==> src/rtl/mc_mem_arbiter.sv <==
// Arbiter sharing one single-port synchronous memory between the CPU datapath and a
// debug master. The CPU has fixed priority; a debug request is promoted once it has waited long enough.
module mc_mem_arbiter #(
    parameter int unsigned ADDR_W     = 32,
    parameter int unsigned DATA_W     = 32,
    parameter int unsigned MEM_LAT    = 1,
    parameter int unsigned STARVE_MAX = 4
) (
    input  logic              i_clk,
    input  logic              i_rst,
    input  logic              i_cpu_req,
    input  logic              i_cpu_we,
    input  logic [ADDR_W-1:0] i_cpu_addr,
    input  logic [DATA_W-1:0] i_cpu_wdata,
    output logic              o_cpu_ready,
    output logic [DATA_W-1:0] o_cpu_rdata,
    input  logic              i_dbg_req,
    input  logic              i_dbg_we,
    input  logic [ADDR_W-1:0] i_dbg_addr,
    input  logic [DATA_W-1:0] i_dbg_wdata,
    output logic              o_dbg_ready,
    output logic [DATA_W-1:0] o_dbg_rdata,
    output logic              o_mem_en,
    output logic              o_mem_we,
    output logic [ADDR_W-1:0] o_mem_addr,
    output logic [DATA_W-1:0] o_mem_wdata,
    input  logic [DATA_W-1:0] i_mem_rdata,
    output logic [1:0]        o_grant,
    output logic [7:0]        o_state
);

    typedef enum logic [1:0] {
        ST_IDLE   = 2'd0,
        ST_ACCESS = 2'd1,
        ST_WAIT   = 2'd2,
        ST_RESP   = 2'd3
    } state_t;

    // The starvation counter saturates at 15, so a threshold above that never promotes debug.
    localparam logic [4:0] LP_STARVE_LIM = (STARVE_MAX > 15) ? 5'd16 : 5'(STARVE_MAX);
    localparam logic [3:0] LP_LAT        = 4'(MEM_LAT);

    state_t              r_state;
    logic [3:0]          r_lat_cnt;
    logic [3:0]          r_starve;
    logic                r_sel_dbg;
    logic                r_we;
    logic [1:0]          r_grant;
    logic                r_mem_en;
    logic                r_mem_we;
    logic [ADDR_W-1:0]   r_mem_addr;
    logic [DATA_W-1:0]   r_mem_wdata;
    logic                r_cpu_ready;
    logic                r_dbg_ready;
    logic [DATA_W-1:0]   r_cpu_rdata;
    logic [DATA_W-1:0]   r_dbg_rdata;

    logic                w_any_req;
    logic                w_starved;
    logic                w_dbg_wins;

    assign w_any_req  = i_cpu_req | i_dbg_req;
    assign w_starved  = ({1'b0, r_starve} >= LP_STARVE_LIM);
    assign w_dbg_wins = i_dbg_req & (~i_cpu_req | w_starved);

    // Counts every cycle a debug request is pending without owning the memory.
    always_ff @(posedge i_clk) begin
        if (i_rst) begin
            r_starve <= '0;
        end else if (r_state == ST_IDLE && (w_dbg_wins || !i_dbg_req)) begin
            r_starve <= '0;
        end else if (i_dbg_req && r_grant != 2'b10 && r_starve != 4'hF) begin
            r_starve <= r_starve + 4'd1;
        end
    end

    always_ff @(posedge i_clk) begin
        if (i_rst) begin
            r_state     <= ST_IDLE;
            r_lat_cnt   <= '0;
            r_sel_dbg   <= 1'b0;
            r_we        <= 1'b0;
            r_grant     <= 2'b00;
            r_mem_en    <= 1'b0;
            r_mem_we    <= 1'b0;
            r_mem_addr  <= '0;
            r_mem_wdata <= '0;
            r_cpu_ready <= 1'b0;
            r_dbg_ready <= 1'b0;
            r_cpu_rdata <= '0;
            r_dbg_rdata <= '0;
        end else begin
            case (r_state)
                ST_IDLE: begin
                    if (w_any_req) begin
                        r_sel_dbg   <= w_dbg_wins;
                        r_grant     <= w_dbg_wins ? 2'b10 : 2'b01;
                        r_we        <= w_dbg_wins ? i_dbg_we : i_cpu_we;
                        r_mem_en    <= 1'b1;
                        r_mem_we    <= w_dbg_wins ? i_dbg_we    : i_cpu_we;
                        r_mem_addr  <= w_dbg_wins ? i_dbg_addr  : i_cpu_addr;
                        r_mem_wdata <= w_dbg_wins ? i_dbg_wdata : i_cpu_wdata;
                        r_state     <= ST_ACCESS;
                    end
                end
                ST_ACCESS: begin
                    r_mem_en    <= 1'b0;
                    r_mem_we    <= 1'b0;
                    r_mem_addr  <= '0;
                    r_mem_wdata <= '0;
                    r_lat_cnt   <= LP_LAT;
                    r_state     <= ST_WAIT;
                end
                ST_WAIT: begin
                    r_lat_cnt <= r_lat_cnt - 4'd1;
                    if (r_lat_cnt == 4'd1) begin
                        if (r_sel_dbg) begin
                            r_dbg_rdata <= r_we ? '0 : i_mem_rdata;
                            r_dbg_ready <= 1'b1;
                        end else begin
                            r_cpu_rdata <= r_we ? '0 : i_mem_rdata;
                            r_cpu_ready <= 1'b1;
                        end
                        r_state <= ST_RESP;
                    end
                end
                ST_RESP: begin
                    r_cpu_ready <= 1'b0;
                    r_dbg_ready <= 1'b0;
                    r_grant     <= 2'b00;
                    r_state     <= ST_IDLE;
                end
                default: begin
                    r_state <= ST_IDLE;
                end
            endcase
        end
    end

    assign o_cpu_ready = r_cpu_ready;
    assign o_cpu_rdata = r_cpu_rdata;
    assign o_dbg_ready = r_dbg_ready;
    assign o_dbg_rdata = r_dbg_rdata;
    assign o_mem_en    = r_mem_en;
    assign o_mem_we    = r_mem_we;
    assign o_mem_addr  = r_mem_addr;
    assign o_mem_wdata = r_mem_wdata;
    assign o_grant     = r_grant;
    assign o_state     = {6'd0, r_state};

endmodule

==> config.mk <==
export PLATFORM = sky130hd
export DESIGN_NAME = mc_mem_arbiter
export DESIGN_NICKNAME = d
export VERILOG_FILES = /design/src/rtl/mc_mem_arbiter.sv
export SDC_FILE = /design/constraint.sdc
export NUM_CORES = 1
export LEC_CHECK = 0
export CAP_MARGIN = 20
export CORE_ASPECT_RATIO = 1.1
export CORE_MARGIN = 4
export CORE_UTILIZATION = 40
export CTS_CLUSTER_DIAMETER = 80
export DETAILED_ROUTE_END_ITERATION = 6
export PLACE_DENSITY = 0.8
export SYNTH_ARGS = -nofsm -noshare
export SYNTH_HDL_FRONTEND = slang
export SYNTH_SLANG_ARGS = --single-unit
==> constraint.sdc <==
create_clock -name i_clk -period 2.7 [get_ports i_clk]
set_clock_uncertainty 0.2 [all_clocks]
set_input_delay 0.675 -clock i_clk [delete_from_list [all_inputs] [get_ports i_clk]]
set_output_delay 0.675 -clock i_clk [all_outputs]
set_load 0.02 [all_outputs]
==> flow_metrics.env <==
export IMPL_status="completed"
export IMPL_multi_input_area_sq_mm=0.00281
export IMPL_seqCellArea_sq_mm=0.00292
export IMPL_cts_hold_buffers_added=0
export IMPL_fin_setup_tns_ns=0
export IMPL_grt_max_degree=68
export IMPL_dp_hpwl_um=14100
export IMPL_num_nets_final=1112
export IMPL_powerDensity_mw_per_mm2=775
export IMPL_most_common_layout_cells="clkdlybuf4s50_1, dfxtp_1, nand2_1"
export IMPL_crit_fanout=5
export IMPL_hold_path_class="flop to flop"
export IMPL_grt_usage_pct=21.8
export IMPL_cts_root_buf="clkbuf_16"
export IMPL_min_period_over_period_pct=87.7
export IMPL_crit_family="buffers and inverters"
export IMPL_post_cts_buffers=0
export IMPL_cts_buffers=17
export IMPL_cts_buffer_depth=2
export IMPL_antenna_left=0
export IMPL_worstMarginPinSlew_ns=0.697
export IMPL_arrival_ns=1.49
export IMPL_die_x_um=125
export IMPL_routed_wl_um=19400
export IMPL_drc_errors=0
export IMPL_synth_edf_count=0
export IMPL_dpl_worst_slack_ns=0.110
export IMPL_viasPerCell=4.94
export IMPL_slowest_stage="clkdlybuf4s50_1"
export IMPL_diodes=0
export IMPL_grt_pass1_wl_um=29900
export IMPL_vias=5649
export IMPL_htreeDepth=4
export IMPL_period_minus_slack_ns=2.37
export IMPL_ir_drop_uv=568
export IMPL_dpl_cell_count=1111
export IMPL_p_comb_share_pct=33.1
export IMPL_worstSetupPathDepth=1
export IMPL_worstSetupStartpointType="flop"
export IMPL_synth_area_leaders="dfxtp_1, mux2i_1, o2bb2ai_1, nand2_1, a21oi_1"
export IMPL_maxCapViolations=0
export IMPL_drt_first_pass_iters=4
export IMPL_slew_violations=0
export IMPL_clkPwrFrac_pct=31.8
export IMPL_mostFrequentLayoutCell="clkdlybuf4s50_1"
export IMPL_synthCells=650
export IMPL_seqPwrFrac_pct=35.2
export IMPL_initial_utilization_pct=41.4
export IMPL_crit_type="flop to output port"
export IMPL_hold_depth=2
export IMPL_drtIter0Drc=232
export IMPL_setup_viol=0
export IMPL_cts_sinks=146
export IMPL_rsz0062_at_grt="no"
export IMPL_grt_overflow=0
export IMPL_synthDistinctLibCells=37
export IMPL_p_switching_uw=2460
export IMPL_grt_pass1_vias=5590
export IMPL_intPower_uw=5180
export IMPL_core_sq_mm=0.0147
export IMPL_fin_ws_ns=0.333
export IMPL_clkTransAtPathRegs_ns=0.06
export IMPL_slew_headroom_pct=53.6
export IMPL_antenna_found_initial=0
export IMPL_syn_mean_instance_area_sq_um=9.34
export IMPL_path_cells="clkdlybuf4s50_1"
export IMPL_async_flop_share_pct=0
export IMPL_r2r_worst_path_cells=7
export IMPL_die_h_um=137
export IMPL_fillers=1188
export IMPL_port_buffers=301
export IMPL_syn_area_sq_mm=0.00607
export IMPL_sw_frac_of_total_pct=32.2
export IMPL_max_freq_ghz=0.422
export IMPL_ys_ff_latch=146
export IMPL_finalHoldViolCount=0
export IMPL_clk_latency_ns=0.42
export IMPL_critical_path_max_stage_delay_ns=0.65
export IMPL_cts_resized=0
export IMPL_endpoint_kind="output port"
export IMPL_cts_tree="built"
export IMPL_synth_top_area_share_pct=48.1
export IMPL_die_area_sq_mm=0.0172
export IMPL_ios=308
export IMPL_drt_wirelength_per_cell_um=17.0
export IMPL_cp_data_required_time_ns=1.82
export IMPL_path_buf_inv=1
export IMPL_p_leak_uw=0.00380
export IMPL_layoutNonFillerInstCount=1143
export IMPL_ys_warn_count=0
export IMPL_num_rows=46
export IMPL_drive_gt1_share_pct=6.52
export IMPL_ys_seq_area_share_pct=48.1
export IMPL_synth_ff_type="dfxtp_1"
export IMPL_synth_top_area_cell="dfxtp_1"
export IMPL_place_congestion=0.798
export IMPL_syn2layout_area_growth_pct=62.3
[per-stage QoR]
step                      power (uW)  cell area [sq um]  hold WS, ns  util [%]
final                           7640               9860        0.251      67.2
after global routing            8010               9860        0.263      67.2
after CTS                       7720               9860        0.253      67.2
after detailed placement        5260               9240        0.245      63.0
after global placement          5220               9240        0.241      63.0
after floorplan                 4060               6090        0.266         -
[metal layers]
layer	vias up	global-route usage [%]	part of all wire (%)
met5	-	0	0
met4	0	7.59	2.2
met3	27	5.85	6.0
li1	2810	-	-
met2	199	37.9	50
met1	2613	26.1	42
[sequential cells by signal, indices dropped and copies added, names as in the netlist, 2 cells and up]
| name | flops |
|---|---|
| o_cpu_rdata | 32 |
| o_dbg_rdata | 32 |
| o_grant | 2 |
| o_mem_addr | 32 |
| o_mem_wdata | 32 |
| r_lat_cnt | 4 |
| r_starve | 4 |
| r_state | 2 |
[cell type report]
type                       count  share of cell area (%)
timing repair buffer         322                    33.0
sequential                   146                    29.7
multi-input combinational    446                    28.5
clock buffer                  21                    4.67
tap                          192                    2.44
clock inverter                11                    1.55
inverter                       5                   0.190
[cells by family (layout without fill, tap and decap cells)]
group                      Yosys count  in the layout  synth area share, %
AOI/OAI and AO/OA                  150            150                 16.9
xor gates and xnor gates             1              1                0.144
adders and majority gates            8              8                 1.65
buffers and inverters               63            359                 6.24
DFF                                146            146                 48.1
muxes                               67             67                 11.0
other                                1              6               0.0617
and+or+nand+nor                    214            214                 15.8
[synth_stat cells, drive strengths merged, types with 3 or more instances]
cell / number
dfxtp: 146
nand2: 137
a21oi: 69
mux2i: 67
o2bb2ai: 65
buf: 39
nor2b: 34
nor2: 20
clkbuf: 19
ha: 8
inv: 5
nand3: 5
o21ai: 5
a211oi: 4
nor3: 4
nor3b: 4
nand2b: 3
[tightest hold or removal path, stage by stage, from the launching register on]
cell,delay [ns]
dfxtp_1,0.30
nand2_1,0.05
a21oi_1,0.05
[path summary, 6_finish.rpt]
| path | from | to | slack (ns) |
|---|---|---|---|
| worst min register to register | o_cpu_rdata[31] | o_cpu_rdata[31] | 0.25 |
| worst max register to register | r_state[0] | o_dbg_rdata[11] | 0.40 |
| worst max-delay path | r_state[0] | o_state[0] | 0.33 |
| worst min-delay path | o_cpu_rdata[31] | o_cpu_rdata[31] | 0.25 |
[power by group through the flow]
stage / registers (uW) / clock network [uW] / logic [uW]
6_report: 2690 / 2430 / 2530
5_1_grt: 2730 / 2570 / 2710
4_1_cts: 2690 / 2490 / 2550
3_5_place_dp: 2720 / 0 / 2530
3_3_place_gp: 2720 / 0 / 2500
2_1_floorplan: 3070 / 0 / 984
Note: power is estimated with default switching activity, not from simulation.
